$ cat config.mk
export PLATFORM = sky130hd
export DESIGN_NAME = bin2bcd_seq
export DESIGN_NICKNAME = d
export VERILOG_FILES = /design/src/rtl/bin2bcd_pkg.sv /design/src/rtl/bcd_digit_adj.sv /design/src/rtl/bin2bcd_seq.sv
export SDC_FILE = /design/constraint.sdc
export NUM_CORES = 1
export LEC_CHECK = 0
export BUFFER_PORTS_ARGS = -buffer_cell sky130_fd_sc_hd__buf_4
export CORE_ASPECT_RATIO = 1.4
export CORE_MARGIN = 5
export CORE_UTILIZATION = 50
export CTS_CLUSTER_SIZE = 20
export DETAILED_ROUTE_END_ITERATION = 12
export PLACE_DENSITY = 0.71
export SETUP_SLACK_MARGIN = 0.15
export SYNTH_ARGS = -nofsm -noshare
export SYNTH_HDL_FRONTEND = slang
export SYNTH_SLANG_ARGS = --single-unit
export TNS_END_PERCENT = 20
$ cat constraint.sdc
create_clock -name clk -period 1.9 [get_ports clk]
set_input_delay 0.57 -clock clk [delete_from_list [all_inputs] [get_ports clk]]
set_output_delay 0.57 -clock clk [all_outputs]
set_load 0.01 [all_outputs]
$ cat src/rtl/bin2bcd_pkg.sv
// -----------------------------------------------------------------------------
// bin2bcd_pkg
// Shared definitions for the sequential binary-to-BCD converter:
//   state_e    - controller states (IDLE / SHIFT / DONE), fixed 2-bit encoding
//   min_digits - constant function: decimal digits needed to show 2^bin_w-1
// -----------------------------------------------------------------------------
package bin2bcd_pkg;

  typedef enum logic [1:0] {
    IDLE  = 2'd0,
    SHIFT = 2'd1,
    DONE  = 2'd2
  } state_e;

  // Number of decimal digits in the largest unsigned value of bin_w bits.
  // Used at elaboration to reject a DIGITS setting that cannot hold the result.
  function automatic int min_digits(input int bin_w);
    longint unsigned max_val;
    int              n;
    max_val = (64'd1 << bin_w) - 64'd1;
    n       = 0;
    while (max_val != 64'd0) begin
      max_val = max_val / 64'd10;
      n++;
    end
    if (n == 0) begin
      n = 1;
    end
    return n;
  endfunction

endpackage

$ cat src/rtl/bcd_digit_adj.sv
// -----------------------------------------------------------------------------
// bcd_digit_adj
// Double-dabble digit correction: adds 3 to a BCD digit that is 5 or more, so
// that the following left shift carries correctly into the next decimal digit.
// Ports:
//   digit_in  [3:0] - BCD digit before correction
//   digit_out [3:0] - corrected digit (digit_in + 3 when digit_in >= 5)
// -----------------------------------------------------------------------------
module bcd_digit_adj (
  input  logic [3:0] digit_in,
  output logic [3:0] digit_out
);

  assign digit_out = (digit_in >= 4'd5) ? (digit_in + 4'd3) : digit_in;

endmodule

$ cat src/rtl/bin2bcd_seq.sv
// -----------------------------------------------------------------------------
// bin2bcd_seq
// Sequential binary-to-BCD converter using shift-and-add-3 (double dabble),
// one operand bit per clock. Valid/ready handshakes on both sides; a new
// operand is only accepted once the previous result has been taken.
//
// Parameters:
//   BIN_W  - binary input width (4..32)
//   DIGITS - number of BCD output digits (must cover 2^BIN_W-1)
// Ports:
//   clk       - clock, all state updates on the rising edge
//   rst       - synchronous active-high reset, aborts any conversion
//   in_valid  - bin_in holds a value to convert
//   in_ready  - converter is idle and will accept bin_in
//   bin_in    - binary operand
//   out_valid - bcd_out/sign_out hold a finished result (registered)
//   out_ready - consumer takes the result
//   bcd_out   - packed BCD, digit 0 (ones) in bits [3:0] (registered)
//   sign_out  - result negative; constant 0 in the unsigned build
//
// Build option:
//   BIN2BCD_SIGNED_EN - when defined, bin_in is two's complement; the
//   magnitude is converted and sign_out reports the operand's MSB.
//
// Timing: the accepting edge loads the operand, then BIN_W SHIFT edges follow;
// out_valid rises on the last of those, i.e. on the (BIN_W+1)-th edge counting
// the accepting one.
// -----------------------------------------------------------------------------
module bin2bcd_seq
  import bin2bcd_pkg::*;
#(
  parameter int BIN_W  = 8,
  parameter int DIGITS = 3
) (
  input  logic                  clk,
  input  logic                  rst,
  input  logic                  in_valid,
  output logic                  in_ready,
  input  logic [BIN_W-1:0]      bin_in,
  output logic                  out_valid,
  input  logic                  out_ready,
  output logic [4*DIGITS-1:0]   bcd_out,
  output logic                  sign_out
);

  localparam int ACC_W = 4 * DIGITS;
  localparam int CNT_W = $clog2(BIN_W + 1);

  // Reject illegal configurations at elaboration time.
  generate
    if (BIN_W < 4 || BIN_W > 32) begin : g_bad_width
      $error("bin2bcd_seq: BIN_W=%0d outside 4..32", BIN_W);
    end
    if (DIGITS < min_digits(BIN_W)) begin : g_bad_digits
      $error("bin2bcd_seq: DIGITS=%0d too small for BIN_W=%0d", DIGITS, BIN_W);
    end
  endgenerate

  state_e           state_reg, state_next;
  logic [ACC_W-1:0] acc_reg, acc_next;
  logic [BIN_W-1:0] op_reg, op_next;
  logic [CNT_W-1:0] cnt_reg, cnt_next;
  logic             out_valid_reg, out_valid_next;
  logic [ACC_W-1:0] bcd_out_reg, bcd_out_next;

  logic [ACC_W-1:0] acc_adj;
  logic [ACC_W-1:0] acc_shift;
  logic [BIN_W-1:0] op_shift;
  logic [BIN_W-1:0] load_mag;
  logic             accept;

  assign accept = (state_reg == IDLE) && in_valid;

  // ---------------------------------------------------------------------------
  // Operand conditioning and sign tracking
  // ---------------------------------------------------------------------------
`ifdef BIN2BCD_SIGNED_EN
  logic sign_reg;

  // The negated most-negative value wraps to itself, which read as unsigned
  // is exactly its magnitude (e.g. 8'h80 -> 128), so BIN_W bits suffice.
  assign load_mag = bin_in[BIN_W-1] ? ((~bin_in) + {{(BIN_W-1){1'b0}}, 1'b1})
                                    : bin_in;

  always_ff @(posedge clk) begin
    if (rst) begin
      sign_reg <= 1'b0;
    end else if (accept) begin
      sign_reg <= bin_in[BIN_W-1];
    end
  end

  assign sign_out = sign_reg;
`else
  assign load_mag = bin_in;
  assign sign_out = 1'b0;
`endif

  // ---------------------------------------------------------------------------
  // Per-digit add-3 correction, then one left shift of {accumulator, operand}
  // ---------------------------------------------------------------------------
  generate
    for (genvar gi = 0; gi < DIGITS; gi++) begin : g_digit
      bcd_digit_adj u_adj (
        .digit_in  (acc_reg[4*gi +: 4]),
        .digit_out (acc_adj[4*gi +: 4])
      );
    end
  endgenerate

  // With enough digits the bit shifted out of the top is always zero.
  assign {acc_shift, op_shift} = {acc_adj, op_reg} << 1;

  // ---------------------------------------------------------------------------
  // Controller
  // ---------------------------------------------------------------------------
  always_comb begin
    state_next     = state_reg;
    acc_next       = acc_reg;
    op_next        = op_reg;
    cnt_next       = cnt_reg;
    out_valid_next = out_valid_reg;
    bcd_out_next   = bcd_out_reg;

    case (state_reg)
      IDLE: begin
        if (in_valid) begin
          op_next    = load_mag;
          acc_next   = '0;
          cnt_next   = CNT_W'(BIN_W);
          state_next = SHIFT;
        end
      end

      SHIFT: begin
        acc_next = acc_shift;
        op_next  = op_shift;
        cnt_next = cnt_reg - CNT_W'(1);
        // Last bit: publish the shifted accumulator on the same edge so the
        // output register and out_valid change together.
        if (cnt_reg == CNT_W'(1)) begin
          state_next     = DONE;
          out_valid_next = 1'b1;
          bcd_out_next   = acc_shift;
        end
      end

      DONE: begin
        if (out_ready) begin
          state_next     = IDLE;
          out_valid_next = 1'b0;
        end
      end

      default: begin
        state_next     = IDLE;
        out_valid_next = 1'b0;
      end
    endcase
  end

  always_ff @(posedge clk) begin
    if (rst) begin
      state_reg     <= IDLE;
      acc_reg       <= '0;
      op_reg        <= '0;
      cnt_reg       <= '0;
      out_valid_reg <= 1'b0;
      bcd_out_reg   <= '0;
    end else begin
      state_reg     <= state_next;
      acc_reg       <= acc_next;
      op_reg        <= op_next;
      cnt_reg       <= cnt_next;
      out_valid_reg <= out_valid_next;
      bcd_out_reg   <= bcd_out_next;
    end
  end

  assign in_ready  = (state_reg == IDLE);
  assign out_valid = out_valid_reg;
  assign bcd_out   = bcd_out_reg;

endmodule

Word level (Yosys, flattened, before mapping):

Index checks and enable logic that the tools add are counted.

* bits in registers: 39
* input port bits: 12
* output and inout port bits: 15

* add/sub/neg operators: 4
* $lt $le $gt $ge: 3
* equal/unequal tests: 6
* muxes and demuxes: 16
* bitwise operators: 1
* reductions and logical operators: 6

Operators with widths (count)
* $pmux W12 S2: 1
* $pmux W8 S2: 1
* $ge A4 B3 Y1 const B: 3
* $mux W12: 1
* $mux W4: 3
* $add A4 B2 Y4 const B: 2
* $mux W8: 1
* $pmux W4 S2: 1
* $mux W2: 3
* $ne A2 B2 Y1 const B: 3
* $pmux W2 S3: 1
* $reduce_and A3 Y1: 2
* $eq A4 B1 Y1 const B: 1
* $reduce_and A2 Y1: 2
* $sub A4 B1 Y4 const B: 1
* $add A3 B2 Y3 const B: 1
* $mux W3: 1
* $pmux W1 S3: 1
* $eq A2 B1 Y1 const B: 1
* $eq A2 B2 Y1 const B: 1
* $logic_not A2 Y1: 1
* $mux W1: 2
* $reduce_bool A2 Y1: 1
* $not A1 Y1: 1

Longest topological paths before layout:

Gate-level depths: netlist (run 1).

* depth in word-level cells: 3
* depth in mapped cells: 7

Hierarchy:

From an unflattened synthesis (run 1), not the netlist that was laid out.

* cell total of the unflattened synthesis: 228
* area, all modules: 1940.6 µm²

Modules (own cells, without submodules)
* bin2bcd_seq: times used 1, cells an instance 180, area an instance 1636.6 µm², seq. area each 780.7 µm²
* bcd_digit_adj: times used 3, cells an instance 16, area an instance 101.3 µm², seq. area each 0.0 µm²

Worst setup path before layout (run 1):

No wires, ideal clock.

* kind: input-to-reg
* start point: input in_valid
* end point: register acc_reg[11]
* setup time: 0.132 ns
* data arrival time: 1.385 ns
* data required time: 1.768 ns
* slack: 0.382 ns
* stages: 6
* path buffers: 2
* path through: buf_2 -> nor2_1 -> or2_2 -> buf_2 -> o21ai_0 -> a21oi_1

* cells in the longest elaborated chain, start to end: 2

Ends and longest elaborated chain
* start, declared: line bin2bcd_seq.sv:37 `input logic in_valid,`
* $ne A2 B2 Y1 (no source line)
* $reduce_and A2 Y1 (no source line)
* end signal, assigned: line bin2bcd_seq.sv:172 `acc_reg <= acc_next;`
* end, declared: line bin2bcd_seq.sv:60 `logic [ACC_W-1:0] acc_reg, acc_next;`

Every way passes these cells.
A chain may end at the register's enable or synchronous reset.

Worst setup path after layout (run 1):

* start point: register state_reg[0]
* end point: output in_ready

* cells in the longest elaborated chain, start to end: 1

Ends and longest elaborated chain
* start, declared: line bin2bcd_seq.sv:59 `state_e state_reg, state_next;`
* start signal, assigned: line bin2bcd_seq.sv:171 `state_reg <= state_next;`
* $logic_not A2 Y1: line bin2bcd_seq.sv:180 `assign in_ready = (state_reg == IDLE);`
* end, declared: line bin2bcd_seq.sv:38 `output logic in_ready,`

Every way passes these cells.

==> impl_metrics.yaml, run 1 <==
power:
  powerDensity_mw_per_mm2: 748.7
  irDropWorstVdd_uv: 530.6
  total_leakage_power_uw: 0.0008503
clock_tree:
  clkSinkCount: 39
  cts_setup_buffers: 0
  clkTransAtPathRegs_ps: 70
  clk_path_buf_depth: 2
  numCtsBuffers: 5
  htree_num_levels: 2
  clk_latency_ps: 290
  tritoncts: "built"
  clockRootBuffer: "clkbuf_8"
  cts-hold-fix-buffers: 0
finish:
  num-fill-cells: 367
  diodes: 0
  drive_gt1_share_pct: 24.80
  finalCoreUtilization_pct: 57.97
  final_cells: 289
  nNetsFinal: 266
  finalInstanceArea_mm2: 0.002252
  syn_to_final_growth_pct: 12.85
run:
  maxCapViolations: 0
yosys:
  syn_area_mm2: 0.001996
  synth.largest_area_cell: "dfxtp_1"
  netlist_instances: 226
  synth_top_area_share_pct: 39.12
  synth-seq-cells: 39
  synth-edff-count: 0
  synthFlopType: "dfxtp_1"
  ys_warn_count: 0
  synth_area_leaders: "dfxtp_1, nor2_1, a21oi_1"
  synth.avg_cell_area_um2: 8.830
  syn-num-nets: 246
  synth-seq-area-share_pct: 39.12
  synth_cell_types: 38
  synthArstFlopShare_pct: 0
setup_path:
  crit_path_cell_trace: "buf_4, nor2_1, buf_4"
  crit_top_cell: "buf_4"
  cp.required_ps: 1330
  slowest_delay_ps: 340
  critPathLaunchType: "register"
  critPathKind: "reg2out"
  ff2ff_path_depth: 6
  end_kind: "output port"
  slowest_stage: "dfxtp_1"
  cp_max_fo: 16
  arrival_ps: 1050
sta:
  fin_setup_tns_ps: 0
  setup_violations: 0
  rsz0062_at_grt: "false"
  fin_crit_sh_pct: 85.52
  fmax_ghz: 0.6154
  finClkSkew_ps: 5.850
  hold_violations: 0
  min_period_ps: 1625
  hold-worst-slack_ps: 455.6
  slew_violations: 0
hold_path:
  hold_class: "reg2reg"
  hold_depth: 2
placement:
  place_area_mm2: 0.002160
  port_buffers: 25
  gp_congestion: 0.8482
  hpwl_mm: 2.842
  place_inst: 282
die:
  die_y_um: 84.75
  start_util_pct: 51.37
  core_mm2: 0.003885
  die_area_mm2: 0.005373
  die_x_um: 63.40
  std_cell_rows: 27
  io_pins: 27
global_route:
  antenna_found_initial: 0
  grt_max_degree: 23
  first_global_vias: 1489
  grt_pass1_wl_mm: 6.624
  overflow: 0
  grt_usage_pct: 15.27
detailed_routing:
  viasPerCell: 5.599
  vias: 1618
  drtIter0Drc: 49
  dr.pass1.iters: 4
  totalWireLength_mm: 4.040
  ant_nets: 0
  wl_per_cell_um: 13.98
  post-route-drc-count: 0
run_status:
  outcome: "complete, no violations"
[cell type report]
cell class	count	area, um^2	area share [%]
multi-input cells	158	1059	47.00
flip-flops and latches	39	782.0	34.72
repair buffers	30	225.2	10.00
clock buffers	6	82.58	3.667
well taps	43	53.80	2.389
inverters	12	45.04	2.000
clock inverters	1	5.005	0.2222
[placed cells by master (no fill, tap or decap), types with 2 or more instances in the layout]
| cell type | instances |
|---|---|
| a2111oi_2 | 3 |
| a211oi_1 | 5 |
| a211oi_2 | 3 |
| a21oi_1 | 23 |
| a21oi_2 | 2 |
| a22oi_1 | 2 |
| buf_4 | 30 |
| clkbuf_8 | 6 |
| dfxtp_1 | 38 |
| ha_1 | 8 |
| inv_1 | 12 |
| mux2_2 | 4 |
| nand2_1 | 4 |
| nand2b_1 | 6 |
| nand3_1 | 3 |
| nand3b_1 | 11 |
| nor2_1 | 34 |
| nor2b_1 | 3 |
| nor3_1 | 6 |
| nor3b_1 | 5 |
| o21ai_0 | 10 |
| o21ai_1 | 6 |
| o221a_2 | 4 |
| o32ai_1 | 5 |
| xnor2_1 | 3 |
[worst paths after layout]
| path | from | to | slack [ps] |
|---|---|---|---|
| worst min register to register | out_valid$_SDFFE_PP0P_ | out_valid$_SDFFE_PP0P_ | 460 |
| worst max-delay path | state_reg[0]$_SDFFE_PP0P_ | in_ready | 280 |
| worst max register to register | acc_reg[0]$_SDFFE_PP0P_ | acc_reg[2]$_SDFFE_PP0P_ | 310 |
| worst min-delay path | out_valid$_SDFFE_PP0P_ | out_valid$_SDFFE_PP0P_ | 460 |
[synth_stat cells (4+ instances only)]
master / instances
nor3_1: 6
nor3b_1: 5
a21oi_1: 24
inv_1: 12
dfxtp_1: 39
o32ai_1: 5
nor2_1: 34
nand2b_1: 6
clkbuf_1: 4
ha_1: 8
a211oi_1: 5
nand2_1: 4
nand3b_1: 11
o221a_2: 4
o21ai_0: 10
mux2_2: 4
buf_2: 4
o21ai_1: 6
[through the flow]
stage	power, uW	setup slack (ps)
4_1_cts	1707	250.1
3_3_place_gp	1141	250.4
2_1_floorplan	1086	382.5
6_report	1686	275.2
3_5_place_dp	1145	282.1
5_1_grt	1773	159.2
[layer usage]
metal	GRT usage, %	part of all wire (%)	routed length (um)	up-vias
met5	0	0	0	-
met1	16.16	42	1701	751
met3	4.819	6.4	257	5
met2	27.36	50	2017	40
li1	-	-	-	822
met4	6.238	1.6	64	0
[power by group]
group	switching, uW	internal (uW)
clock	278	285
sequential	30.5	853
combinational	129	110
total	438	1250
[critical path, delay by kind of cell, from the launching register on]
kind          cells  cell delay (ps)
simple gates      1               70
flops             1              340
buf+inv           2              360
[kinds of logic (layout without fill, tap and decap cells)]
group / after synthesis / after routing / synth area share [%]
mux: 4 / 4 / 2.257
xor+xnor: 3 / 3 / 1.317
fa+ha+maj: 8 / 8 / 5.016
flops: 39 / 39 / 39.12
other cells: 1 / 1 / 0.1879
buf+inv: 29 / 49 / 8.024
simple gates: 79 / 79 / 22.38
compound gates: 63 / 63 / 21.69
[repair_timing]
| action | in CTS | in global routing |
|---|---|---|
| cloned | 0 | 0 |
| resized for setup | 1 | 1 |
| endpoints found under the setup margin | 1 | 1 |
Power figures use the tool's default switching activity.
==> inputs of run 2 (changes only) <==
Settings changed: PLACE_DENSITY 0.71 to 0.74.
Clock period 1.9 ns to 1.4 ns, I/O delays scaled along.
==> impl_metrics.yaml, run 2 (synthesis gave the netlist of run 1 again) <==
die:
  die_area_mm2: 0.005373
  die_y_um: 84.75
  core_mm2: 0.003885
  std_cell_rows: 27
  io_pins: 27
  die_x_um: 63.40
  start_util_pct: 51.37
setup_path:
  arrival_ps: 1580
  critical_path.top_delay_family: "simple AND/OR/NAND/NOR gates"
  critPathLaunchType: "register"
  crit_path_cell_trace: "inv_2, ha_4, nor3b_4, nand2_4, buf_4, nand3b_1, o21ai_2"
  critPathKind: "reg2reg"
  end_kind: "register"
  cp_max_fo: 8
  cp.required_ps: 1590
  ff2ff_path_depth: 7
  critPathBufInv: 2
  ff2ff_setup_slack_ps: 4
  slowest_delay_ps: 330
  slowest_stage: "dfxtp_2"
  r2r_end: "bcd_out[10]$_SDFFE_PP0P_"
  reg2reg_from: "cnt_reg[1]$_SDFFE_PP0P_"
sta:
  rsz0062_at_grt: "true"
  fin_setup_tns_ps: 0
  slew_violations: 0
  min_period_ps: 1396
  hold_violations: 0
  setup_violations: 0
  finClkSkew_ps: 3.334
  fin_crit_sh_pct: 99.69
  worst_slack_ps: 4.381
  hold-worst-slack_ps: 381.0
  fmax_ghz: 0.7165
global_route:
  first_global_vias: 1784
  grt_usage_pct: 18.86
  overflow: 0
  grt_max_degree: 22
  antenna_found_initial: 0
  grt_pass1_wl_mm: 8.121
detailed_routing:
  totalWireLength_mm: 5.673
  ant_nets: 0
  viasPerCell: 5.840
  wl_per_cell_um: 17.78
  vias: 1863
  dr.pass1.iters: 4
  post-route-drc-count: 0
  drtIter0Drc: 96
finish:
  layout_common_cells: "buf_4, dfxtp_1, nor2_1"
  nNetsFinal: 295
  drive_gt1_share_pct: 55.07
  diodes: 0
  syn_to_final_growth_pct: 47.34
  mostFrequentLayoutCell: "buf_4"
  finalCoreUtilization_pct: 75.68
  finalInstanceArea_mm2: 0.002940
placement:
  hpwl_mm: 3.186
  gp_congestion: 0.7892
  dp_slack_ps: -50.65
  place_area_mm2: 0.002407
  port_buffers: 25
clock_tree:
  tritoncts: "built"
  htree_num_levels: 2
  clkTransAtPathRegs_ps: 70
  clockRootBuffer: "clkbuf_8"
  clk_path_buf_depth: 2
  clk_latency_ps: 290
  numCtsBuffers: 5
  clkSinkCount: 39
power:
  irDropWorstVdd_uv: 709.8
  powerDensity_mw_per_mm2: 872.6
  total_leakage_power_uw: 0.001116
hold_path:
  hold_depth: 4
  hold_end: "state_reg[1]$_SDFFE_PP0P_"
  hold_class: "in2reg"
  min_from: "out_ready"
run:
  maxCapViolations: 0
run_status:
  outcome: "complete, no violations"
run 2: changes by cell type in the layout (fill, tap and decap cells not counted), sizes merged:
cell | previous run | this run
buf | 30 | 58
and2 | 1 | 2
clkbuf | 6 | 8
clkinv | 1 | 0
run 2: stage by stage:
stage | total power (uW) | std cells
3_5_place_dp | 1609 | 293
5_1_grt | 2674 | 319
6_report | 2566 | 319
4_1_cts | 2496 | 317
2_1_floorplan | 1500 | 226
3_3_place_gp | 1600 | 293
run 2: where the power goes:
group          total (uW)  internal [uW]  switching, uW
Sequential           1210           1160           51.0
Combinational         514            254            260
Clock                 843            450            393
Total                2570           1860            704
run 2: worst register-to-register path: stages, from the launching register on:
cell and delay [ps]:
dfxtp_2 330, inv_2 60, ha_4 120, nor3b_4 290
nand2_4 160, buf_4 180, nand3b_1 90, o21ai_2 60
run 2: final cells by class:
class                      instances  area (um^2)
clock buffer                       8        100.1
fill                             271        944.7
inverter                          12        55.05
multi-input combinational        159         1445
sequential                        39        797.0
tap                               43        53.80
timing repair buffer              58        489.2
run 2: routing by layer:
layer / up-vias / part of all wire [%] / global-route usage (%)
li1: 892 / - / -
met1: 913 / 38 / 20.69
met2: 51 / 55 / 33.46
met3: 7 / 5.2 / 4.418
met4: 0 / 1.5 / 8.885
met5: - / 0 / 0
run 2: how the worst max path moves through the flow:
stage | start | to | depth (start not counted)
global placement | in_valid | acc_reg[4]$_SDFFE_PP0P_ | 5
detailed placement | in_valid | acc_reg[4]$_SDFFE_PP0P_ | 5
global route | cnt_reg[1]$_SDFFE_PP0P_ | bcd_out[10]$_SDFFE_PP0P_ | 7
CTS | state_reg[1]$_SDFFE_PP0P_ | in_ready | 3
floorplan | acc_reg[5]$_SDFFE_PP0P_ | acc_reg[6]$_SDFFE_PP0P_ | 6
finish | cnt_reg[1]$_SDFFE_PP0P_ | bcd_out[10]$_SDFFE_PP0P_ | 7
run 2: repair_timing:
action,CTS,global route
pin swaps,4,22
gates cloned,2,0
gates resized for setup,16,53
setup endpoints to repair,23,40
hold endpoints to repair,0,0
setup buffers,14,3
hold buffers,0,0
==> inputs of run 3 (changes only) <==
Settings changed: PLACE_DENSITY 0.74 to 0.85.
==> impl_metrics.yaml, run 3 (synthesis gave the netlist of run 1 again) <==
run_status:
  outcome: "complete, no violations"
detailed_routing:
  dr.pass1.iters: 4
  wl_per_cell_um: 17.17
  vias: 1812
  viasPerCell: 5.789
  post-route-drc-count: 0
  drtIter0Drc: 48
  ant_nets: 0
  totalWireLength_mm: 5.374
power:
  powerDensity_mw_per_mm2: 919.8
  seq_power_share_pct: 45.9
  p_sw_uw: 699.3
  power_frac_comb_pct: 19.1
  power.total_uw: 2614
  irDropWorstVdd_uv: 998.0
  total_leakage_power_uw: 0.001075
  clkPwrFrac_pct: 34.9
  intPower_uw: 1914
  switching_share_pct: 26.76
finish:
  syn_to_final_growth_pct: 42.38
  mostFrequentLayoutCell: "buf_4"
  final_cells: 313
  layout_common_cells: "buf_4, nor2_1, dfxtp_1"
  drive_gt1_share_pct: 52.22
  nNetsFinal: 289
  diodes: 0
sta:
  fmax_ghz: 0.7158
  worst_slack_ps: 2.864
  hold_violations: 0
  rsz0062_at_grt: "true"
  hold-worst-slack_ps: 379.7
  finClkSkew_ps: 10.64
  setup_violations: 0
  fin_crit_sh_pct: 99.80
  slew_violations: 0
  min_period_ps: 1397
global_route:
  grt_pass1_wl_mm: 7.783
  grt_usage_pct: 18.07
  first_global_vias: 1726
  overflow: 0
  antenna_found_initial: 0
  grt_max_degree: 20
setup_path:
  critPathLaunchType: "register"
  arrival_ps: 1570
  critical_path.top_delay_family: "buffers and inverters"
  slowest_delay_ps: 340
  cp.required_ps: 1570
  critPathKind: "reg2reg"
  crit_path_cell_trace: "buf_12, buf_12, nor2_4, nor2_4, buf_6, o32ai_1"
  cp_max_fo: 7
  critPathBufInv: 3
  end_kind: "register"
  slowest_stage: "dfxtp_2"
clock_tree:
  htree_num_levels: 2
  clkSinkCount: 39
  clk_path_buf_depth: 2
  tritoncts: "built"
  cts-hold-fix-buffers: 0
  clk_latency_ps: 300
  clkTransAtPathRegs_ps: 80
  numCtsBuffers: 5
  clockRootBuffer: "clkbuf_8"
placement:
  place_inst: 291
  gp_congestion: 0.7289
  dp_slack_ps: 34.93
  hpwl_mm: 3.052
  port_buffers: 25
die:
  io_pins: 27
  die_y_um: 84.75
  std_cell_rows: 27
  core_mm2: 0.003885
  start_util_pct: 51.37
  die_area_mm2: 0.005373
  die_x_um: 63.40
hold_path:
  hold_class: "in2reg"
run:
  maxCapViolations: 0
==> run 3: repair_timing <==
action	CTS	global route
endpoints found under the setup margin	30	40
gates resized for setup	22	38
cloned	1	1
endpoints found under the hold margin	0	0
buffers inserted	10	2
pin swaps	8	20
==> run 3: final timing paths <==
path         slack (ps)                 startpoint  depth (start not counted)                        end
max                   3  state_reg[0]$_SDFFE_PP0P_                          6    acc_reg[5]$_SDFFE_PP0P_
min                 380                  out_ready                          4  state_reg[1]$_SDFFE_PP0P_
max reg2reg           3  state_reg[0]$_SDFFE_PP0P_                          6    acc_reg[5]$_SDFFE_PP0P_
min reg2reg         470    bcd_out[6]$_SDFFE_PP0P_                          2    bcd_out[6]$_SDFFE_PP0P_
==> run 3: layout make-up <==
| class | count | area [um^2] |
|---|---|---|
| flip-flops and latches | 39 | 802.0 |
| well taps | 43 | 53.80 |
| clock inverters | 1 | 5.005 |
| inverters | 12 | 52.55 |
| repair buffers | 51 | 450.4 |
| clock buffers | 7 | 107.6 |
| fillers | 257 | 1044 |
| multi-input cells | 160 | 1370 |
==> run 3: layer usage <==
metal	track usage, %	routed length, um
met3	4.552	224
met5	0	0
met4	9.830	220
met1	19.36	2100
met2	31.70	2829
==> run 3: per-stage QoR <==
step | setup TNS, ps | util [%] | area [um^2]
6_report | 0 | 73.14 | 2841
3_3_place_gp | 0 | 61.58 | 2392
5_1_grt | -189.0 | 73.14 | 2841
2_1_floorplan | 0 | - | 2161
4_1_cts | 0 | 68.37 | 2656
3_5_place_dp | 0 | 61.58 | 2392
==> run 3: power groups by stage <==
stage                     sequential, uW  clock [uW]  combinational [uW]
after global placement              1230           0                 369
after detailed placement            1230           0                 378
after CTS                           1200         931                 415
after global routing                1210         970                 544
final                               1200         913                 500
after floorplan                     1220           0                 278
==> run 3: worst reg2reg max path, cell delays in order, from the launching register on <==
cell,delay (ps)
dfxtp_2,340
buf_12,130
buf_12,130
nor2_4,160
nor2_4,40
buf_6,130
o32ai_1,340
